--- src/rtl/ppi_control_logic.sv ---
// PPI control register decode, port C latch and group A mode 1 strobed-input handshake.
// Optional macro PPI_STB_SYNC_EN adds a 2-flop synchronizer on stb_n (+2 cycles latency).
module ppi_control_logic #(
  parameter logic [7:0] RESET_CW = 8'h9B
) (
  input  logic       clk,
  input  logic       reset,
  input  logic       cs,
  input  logic       wr,
  input  logic       rd,
  input  logic [1:0] addr,
  input  logic [7:0] din,
  output logic [7:0] ctrl_word,
  output logic       a_is_input,
  output logic       b_is_input,
  output logic [7:0] pc_dir,
  output logic [7:0] pc_out,
  output logic       ports_en,
  input  logic       stb_n,
  output logic       latch_a,
  output logic       ibf_a,
  output logic       intr_a,
  output logic [1:0] fsm_state
);

  localparam logic [1:0] ST_IDLE    = 2'd0;
  localparam logic [1:0] ST_STROBED = 2'd1;
  localparam logic [1:0] ST_FULL    = 2'd2;

  logic [7:0] pc_latch, latch_nxt;
  logic [1:0] state, state_nxt;
  logic       ibf_nxt, intr_nxt, latch_a_nxt;
  logic       stb_s, stb_q, stb_fall, stb_rise;
  logic       ctl_wr, rd_a, mode_set, bsr, mode1;

`ifdef PPI_STB_SYNC_EN
  logic stb_m1, stb_m2;
  always_ff @(posedge clk) begin
    if (reset) begin
      stb_m1 <= 1'b1;
      stb_m2 <= 1'b1;
    end else begin
      stb_m1 <= stb_n;
      stb_m2 <= stb_m1;
    end
  end
  assign stb_s = stb_m2;
`else
  assign stb_s = stb_n;
`endif

  always_ff @(posedge clk) begin
    if (reset) stb_q <= 1'b1;
    else       stb_q <= stb_s;
  end

  assign stb_fall = stb_q & ~stb_s;
  assign stb_rise = ~stb_q & stb_s;
  assign ctl_wr   = cs & wr & (addr == 2'd3);
  assign rd_a     = cs & rd & (addr == 2'd0);
  // Reserved mode words (din[6]=1) are dropped entirely.
  assign mode_set = ctl_wr & din[7] & ~din[6];
  assign bsr      = ctl_wr & ~din[7];
  assign mode1    = (ctrl_word[6:5] == 2'b01);

  always_comb begin
    latch_nxt = pc_latch;
    if (bsr) latch_nxt[din[3:1]] = din[0];
  end

  // Handshake next state. A read in STROBED wins over a simultaneous rising strobe.
  always_comb begin
    state_nxt   = state;
    ibf_nxt     = ibf_a;
    intr_nxt    = intr_a;
    latch_a_nxt = 1'b0;
    if (mode1) begin
      case (state)
        ST_IDLE: begin
          if (stb_fall) begin
            latch_a_nxt = 1'b1;
            ibf_nxt     = 1'b1;
            state_nxt   = ST_STROBED;
          end
        end
        ST_STROBED: begin
          if (rd_a) begin
            ibf_nxt   = 1'b0;
            state_nxt = ST_IDLE;
          end else if (stb_rise) begin
            intr_nxt  = pc_latch[4];
            state_nxt = ST_FULL;
          end
        end
        ST_FULL: begin
          if (rd_a) begin
            ibf_nxt   = 1'b0;
            intr_nxt  = 1'b0;
            state_nxt = ST_IDLE;
          end
        end
        default: state_nxt = ST_IDLE;
      endcase
      // INTE_A gates the request; clearing it drops a pending interrupt.
      intr_nxt = intr_nxt & latch_nxt[4];
    end else begin
      state_nxt = ST_IDLE;
      ibf_nxt   = 1'b0;
      intr_nxt  = 1'b0;
    end
  end

  always_ff @(posedge clk) begin
    if (reset) begin
      ctrl_word <= RESET_CW;
      pc_latch  <= 8'h00;
      state     <= ST_IDLE;
      ibf_a     <= 1'b0;
      intr_a    <= 1'b0;
      latch_a   <= 1'b0;
      ports_en  <= 1'b0;
    end else if (mode_set) begin
      ctrl_word <= din;
      pc_latch  <= 8'h00;
      state     <= ST_IDLE;
      ibf_a     <= 1'b0;
      intr_a    <= 1'b0;
      latch_a   <= 1'b0;
      ports_en  <= 1'b0;
    end else begin
      pc_latch  <= latch_nxt;
      state     <= state_nxt;
      ibf_a     <= ibf_nxt;
      intr_a    <= intr_nxt;
      latch_a   <= latch_a_nxt;
      ports_en  <= 1'b1;
    end
  end

  always_comb begin
    a_is_input = ctrl_word[4];
    b_is_input = ctrl_word[1];
    pc_dir     = {{4{ctrl_word[3]}}, {4{ctrl_word[0]}}};
    pc_out     = pc_latch;
    if (mode1) begin
      pc_dir[3] = 1'b0;
      pc_dir[4] = 1'b1;
      pc_dir[5] = 1'b0;
      pc_out[3] = intr_a;
      pc_out[5] = ibf_a;
    end
  end

  assign fsm_state = state;

endmodule

--- config.mk ---
export PLATFORM = sky130hd
export DESIGN_NAME = ppi_control_logic
export DESIGN_NICKNAME = d
export VERILOG_FILES = /design/src/rtl/ppi_control_logic.sv
export SDC_FILE = /design/constraint.sdc
export NUM_CORES = 1
export LEC_CHECK = 0
export ABC_CLOCK_PERIOD_IN_PS = 1300
export CAP_MARGIN = 20
export CORE_UTILIZATION = 26
export DETAILED_ROUTE_END_ITERATION = 8
export SLEW_MARGIN = 20
export SYNTH_ARGS = -nofsm -noshare
export SYNTH_HDL_FRONTEND = slang
export SYNTH_SLANG_ARGS = --single-unit
export TNS_END_PERCENT = 20
--- constraint.sdc ---
create_clock -name clk -period 1.3 [get_ports clk]
set_input_delay 0.26 -clock clk [delete_from_list [all_inputs] [get_ports clk]]
set_output_delay 0.26 -clock clk [all_outputs]
set_load 0.03 [all_outputs]
==> parameters.txt <==
Parameter                              Value

Placement
  # port buffers ... 47
  Total half-perimeter wirelength after legalization and detailed placement ... 2360 um
  Final estimated routing congestion in global placement ... 0.782

Setup path
  CP Class ... flip-flop to primary output
  Critical Path Sink Type ... primary output
  Number of buffers and inverters on the critical path ... 1
  Reg-to-reg startpoint ... fsm_state[0]
  Required @ worst endpoint ... 1040 ps
  Number of cells traversed by the worst register-to-register path ... 6
  Worst reg2reg path endpoint ... intr_a
  Cell with the biggest individual delay on the critical path ... sky130_fd_sc_hd__dfxtp_2
  Arrival @ worst endpoint ... 1200 ps
  Kind of cell adding the most delay to the critical path ... flip-flops
  Cells along the critical path ... nand2b_4 -> mux2_4 -> buf_6
  Worst-case register-to-register setup slack ... 10 ps
  CP Max Fanout ... 3
  Category of the worst setup path launch point ... flip-flop
  Longest individual stage delay on the worst path ... 330 ps

Detailed routing
  Total wire length after detailed routing ... 3050 um
  Number of DRC violations after detailed routing ... 0
  Iteration-0 DRC Markers ... 33
  1st-pass router iterations ... 4
  Average detailed-routed wire length per instance ... 12.0 um
  Detail Route Antenna Nets ... 0
  Total via count after detailed routing ... 1113
  Via count normalized by instance count ... 4.38

Timing
  Unrepaired setup endpoints after global routing ... yes
  Post-route worst setup slack ... -161 ps
  Worst hold slack after final layout ... 425 ps
  Final critical path time including I/O delays and setup ... 1460 ps
  Final Hold Fails ... 0
  Post-route clock period utilization ... 112%
  Max-slew violation count ... 0
  Number of setup violations in the final report ... 6
  Worst-case headroom to the max-slew limit ... 71.4%
  Worst Tran Pin Value ... 429 ps
  Post-Route Skew ... 1.42 ps
  Achievable frequency ... 685 MHz

Cells and area
  Fill cell total of the finished layout ... 471
  Area added between synthesis and finish ... 53.9%
  Post-layout net count ... 209
  Most common cell after layout, fill and taps aside ... sky130_fd_sc_hd__buf_4
  Share of post-route cells with drive strength above 1 ... 42.8%
  Antenna diode instance count ... 0
  Most used cells in the layout excluding fill and tap cells ... sky130_fd_sc_hd__buf_4 (36), sky130_fd_sc_hd__dfxtp_1 (20), sky130_fd_sc_hd__nor2_1 (10), sky130_fd_sc_hd__dlygate4sd2_1 (10), sky130_fd_sc_hd__mux2i_1 (9)

Power
  Total Power Consumption ... 1.35 mW
  Static leakage power ... 0.850 nW
  Peak supply drop ... 464 uV
  Power density over cell area ... 687 mW/mm2

Synth
  Number of library cell types mapped by synthesis ... 39
  Most common flop cell mapped by yosys ... sky130_fd_sc_hd__dfxtp_1
  Adder-cell area share of the yosys netlist ... 4.91%
  Summed instance area of the synthesized netlist ... 0.00127 mm2
  Area fraction in compound gates after synthesis ... 8.34%
  Synthesized flop and latch total ... 23
  Share of synthesized area spent on multiplexers ... 9.62%
  Share of synthesized cell area in and, or, nand and nor gates ... 29.1%
  Main combinational cell family by area after synthesis ... simple AND/OR/NAND/NOR gates
  Sequential share of the synthesized area ... 36.1%
  Syn Inst Count ... 133
  EDFF count, synth ... 0
  Post-Synth XOR/XNOR Area ... 0%
  Average instance area after synthesis ... 9.59 um2
  Warnings, synthesis ... 0
  Share of synthesized flip-flops with an asynchronous set or reset ... 0%
  Net Count, Synth ... 154

Min path
  WHS Endpoint ... ctrl_word[1]
  Number of cells on the worst hold path ... 3
  Startpoint of the worst hold path ... din[1]
  Min-Delay Path Class ... input pin to flip-flop

Floorplan
  Count of boundary I/O pins ... 48
  CORE AREA ... 0.00472 mm2
  Die height ... 72.0 um
  Initial Utilization ... 27.0%
  Number of standard-cell rows in the floorplan ... 25
  Die Outline Area ... 0.00519 mm2
  Die W ... 72.0 um

Global route
  First-pass GRT wire length ... 5080 um
  Remaining global-route overflow ... 0
  Global-route usage over all layers ... 12.6%
  Maximum number of pins on one net before global-route repair ... 13
  Number of global-route vias before repair ... 1108
  Initial antenna violation count ... 0

Clocking
  Clock tree from TritonCTS ... built
  Number of sinks driven by the clock tree ... 23
  CTS clk-pin slew, worst paths ... 80 ps
  Htree depth ... 1
  Buffer levels on the longest clock path ... 2
  Clk Tree Root Cell ... sky130_fd_sc_hd__clkbuf_8
  Number of buffers created by CTS ... 3
  Number of hold buffers added after cts ... 0
  Skew-Pair Late Insertion Delay ... 260 ps

Outcome
  Failing checks ... setup timing
  Status ... finished with violations

Job
  Max-capacitance violation count ... 0
layer usage:
layer	wire, um	part of all wire (%)	up-vias	global-route usage [%]
li1	-	-	556	-
met1	1380	45	519	15.6
met2	1500	49	34	21.6
met3	133	4.4	4	3.19
met4	37	1.2	0	3.49
met5	0	0	-	0
worst min-delay path, stage by stage:
cell and delay [ps]:
sky130_fd_sc_hd__dlymetal6s2s_1 160, sky130_fd_sc_hd__buf_4 130, sky130_fd_sc_hd__a211o_1 100
report_power, final:
part	total (mW)	switching (mW)	internal, mW
combinational	0.191	0.0933	0.0979
clock	0.445	0.227	0.219
sequential	0.710	0.00451	0.706
total	1.35	0.324	1.02
registers in the layout, summed over array words and instances (netlist names):
name       flops
ctrl_word      8
pc_latch       8
fsm_state      2
ibf_a          1
intr_a         1
latch_a        1
ports_en       1
stb_q          1
through the flow:
| stage | setup WS (ps) | area [um2] | setup TNS (ps) | utilization [%] | cells |
|---|---|---|---|---|---|
| after global placement | -425 | 1850 | -8530 | 39.2 | 250 |
| after CTS | -170 | 1940 | -651 | 41.1 | 254 |
| after global routing | -202 | 1960 | -1020 | 41.5 | 254 |
| after detailed placement | -436 | 1850 | -8880 | 39.2 | 250 |
| after floorplan | -16.0 | 1300 | -47.5 | - | 133 |
| final | -161 | 1960 | -597 | 41.5 | 254 |
kinds of logic (layout without fill, tap and decap cells):
logic type / Yosys count / count (layout)
compound gates: 14 / 14
fa+ha+maj: 5 / 5
buf+inv: 24 / 78
flops: 23 / 23
mux: 12 / 12
simple gates: 55 / 55
how the worst max path moves through the flow:
stage | startpoint | depth (start not counted) | endpoint | slack, ps
floorplan | ctrl_word[5] | 2 | pc_out[3] | -20
global placement | ctrl_word[6] | 3 | pc_out[5] | -430
detailed placement | cs | 5 | pc_latch[3] | -440
CTS | ctrl_word[6] | 3 | pc_out[3] | -170
global route | ctrl_word[6] | 3 | pc_out[5] | -200
finish | ctrl_word[6] | 3 | pc_out[3] | -160
cell usage after synthesis (all sizes together), types with 2 or more instances:
cell type,instances,area [um2]
a211o,4,35.0
a21oi,3,15.0
a31oi,3,18.8
and2,4,25.0
buf,16,121
clkbuf,4,15.0
dfxtp,23,460
ha,5,62.6
inv,4,15.0
mux2,2,22.5
mux2i,10,100
nand2,4,15.0
nand2b,6,45.0
nand3,3,20.0
nand3b,2,15.0
nand4,4,25.0
nand4b,3,26.3
nor2,11,41.3
nor2b,5,31.3
nor3,2,21.3
nor4b,2,30.0
or2,2,12.5
or3,3,23.8
cell type report:
class	count	area [um2]	share of cell area, %
multi-input cells	86	742	37.8
clock buffers	4	45.0	2.30
flip-flops and latches	23	469	23.9
well taps	67	83.8	4.27
repair buffers	70	607	30.9
inverters	4	15.0	0.765
what timing repair did:
action	in CTS	in global routing
gates resized for setup	47	18
setup endpoints to repair	37	24
pin swaps	2	3
buffers inserted	0	0
No activity file was read; power rests on OpenSTA's default activity.
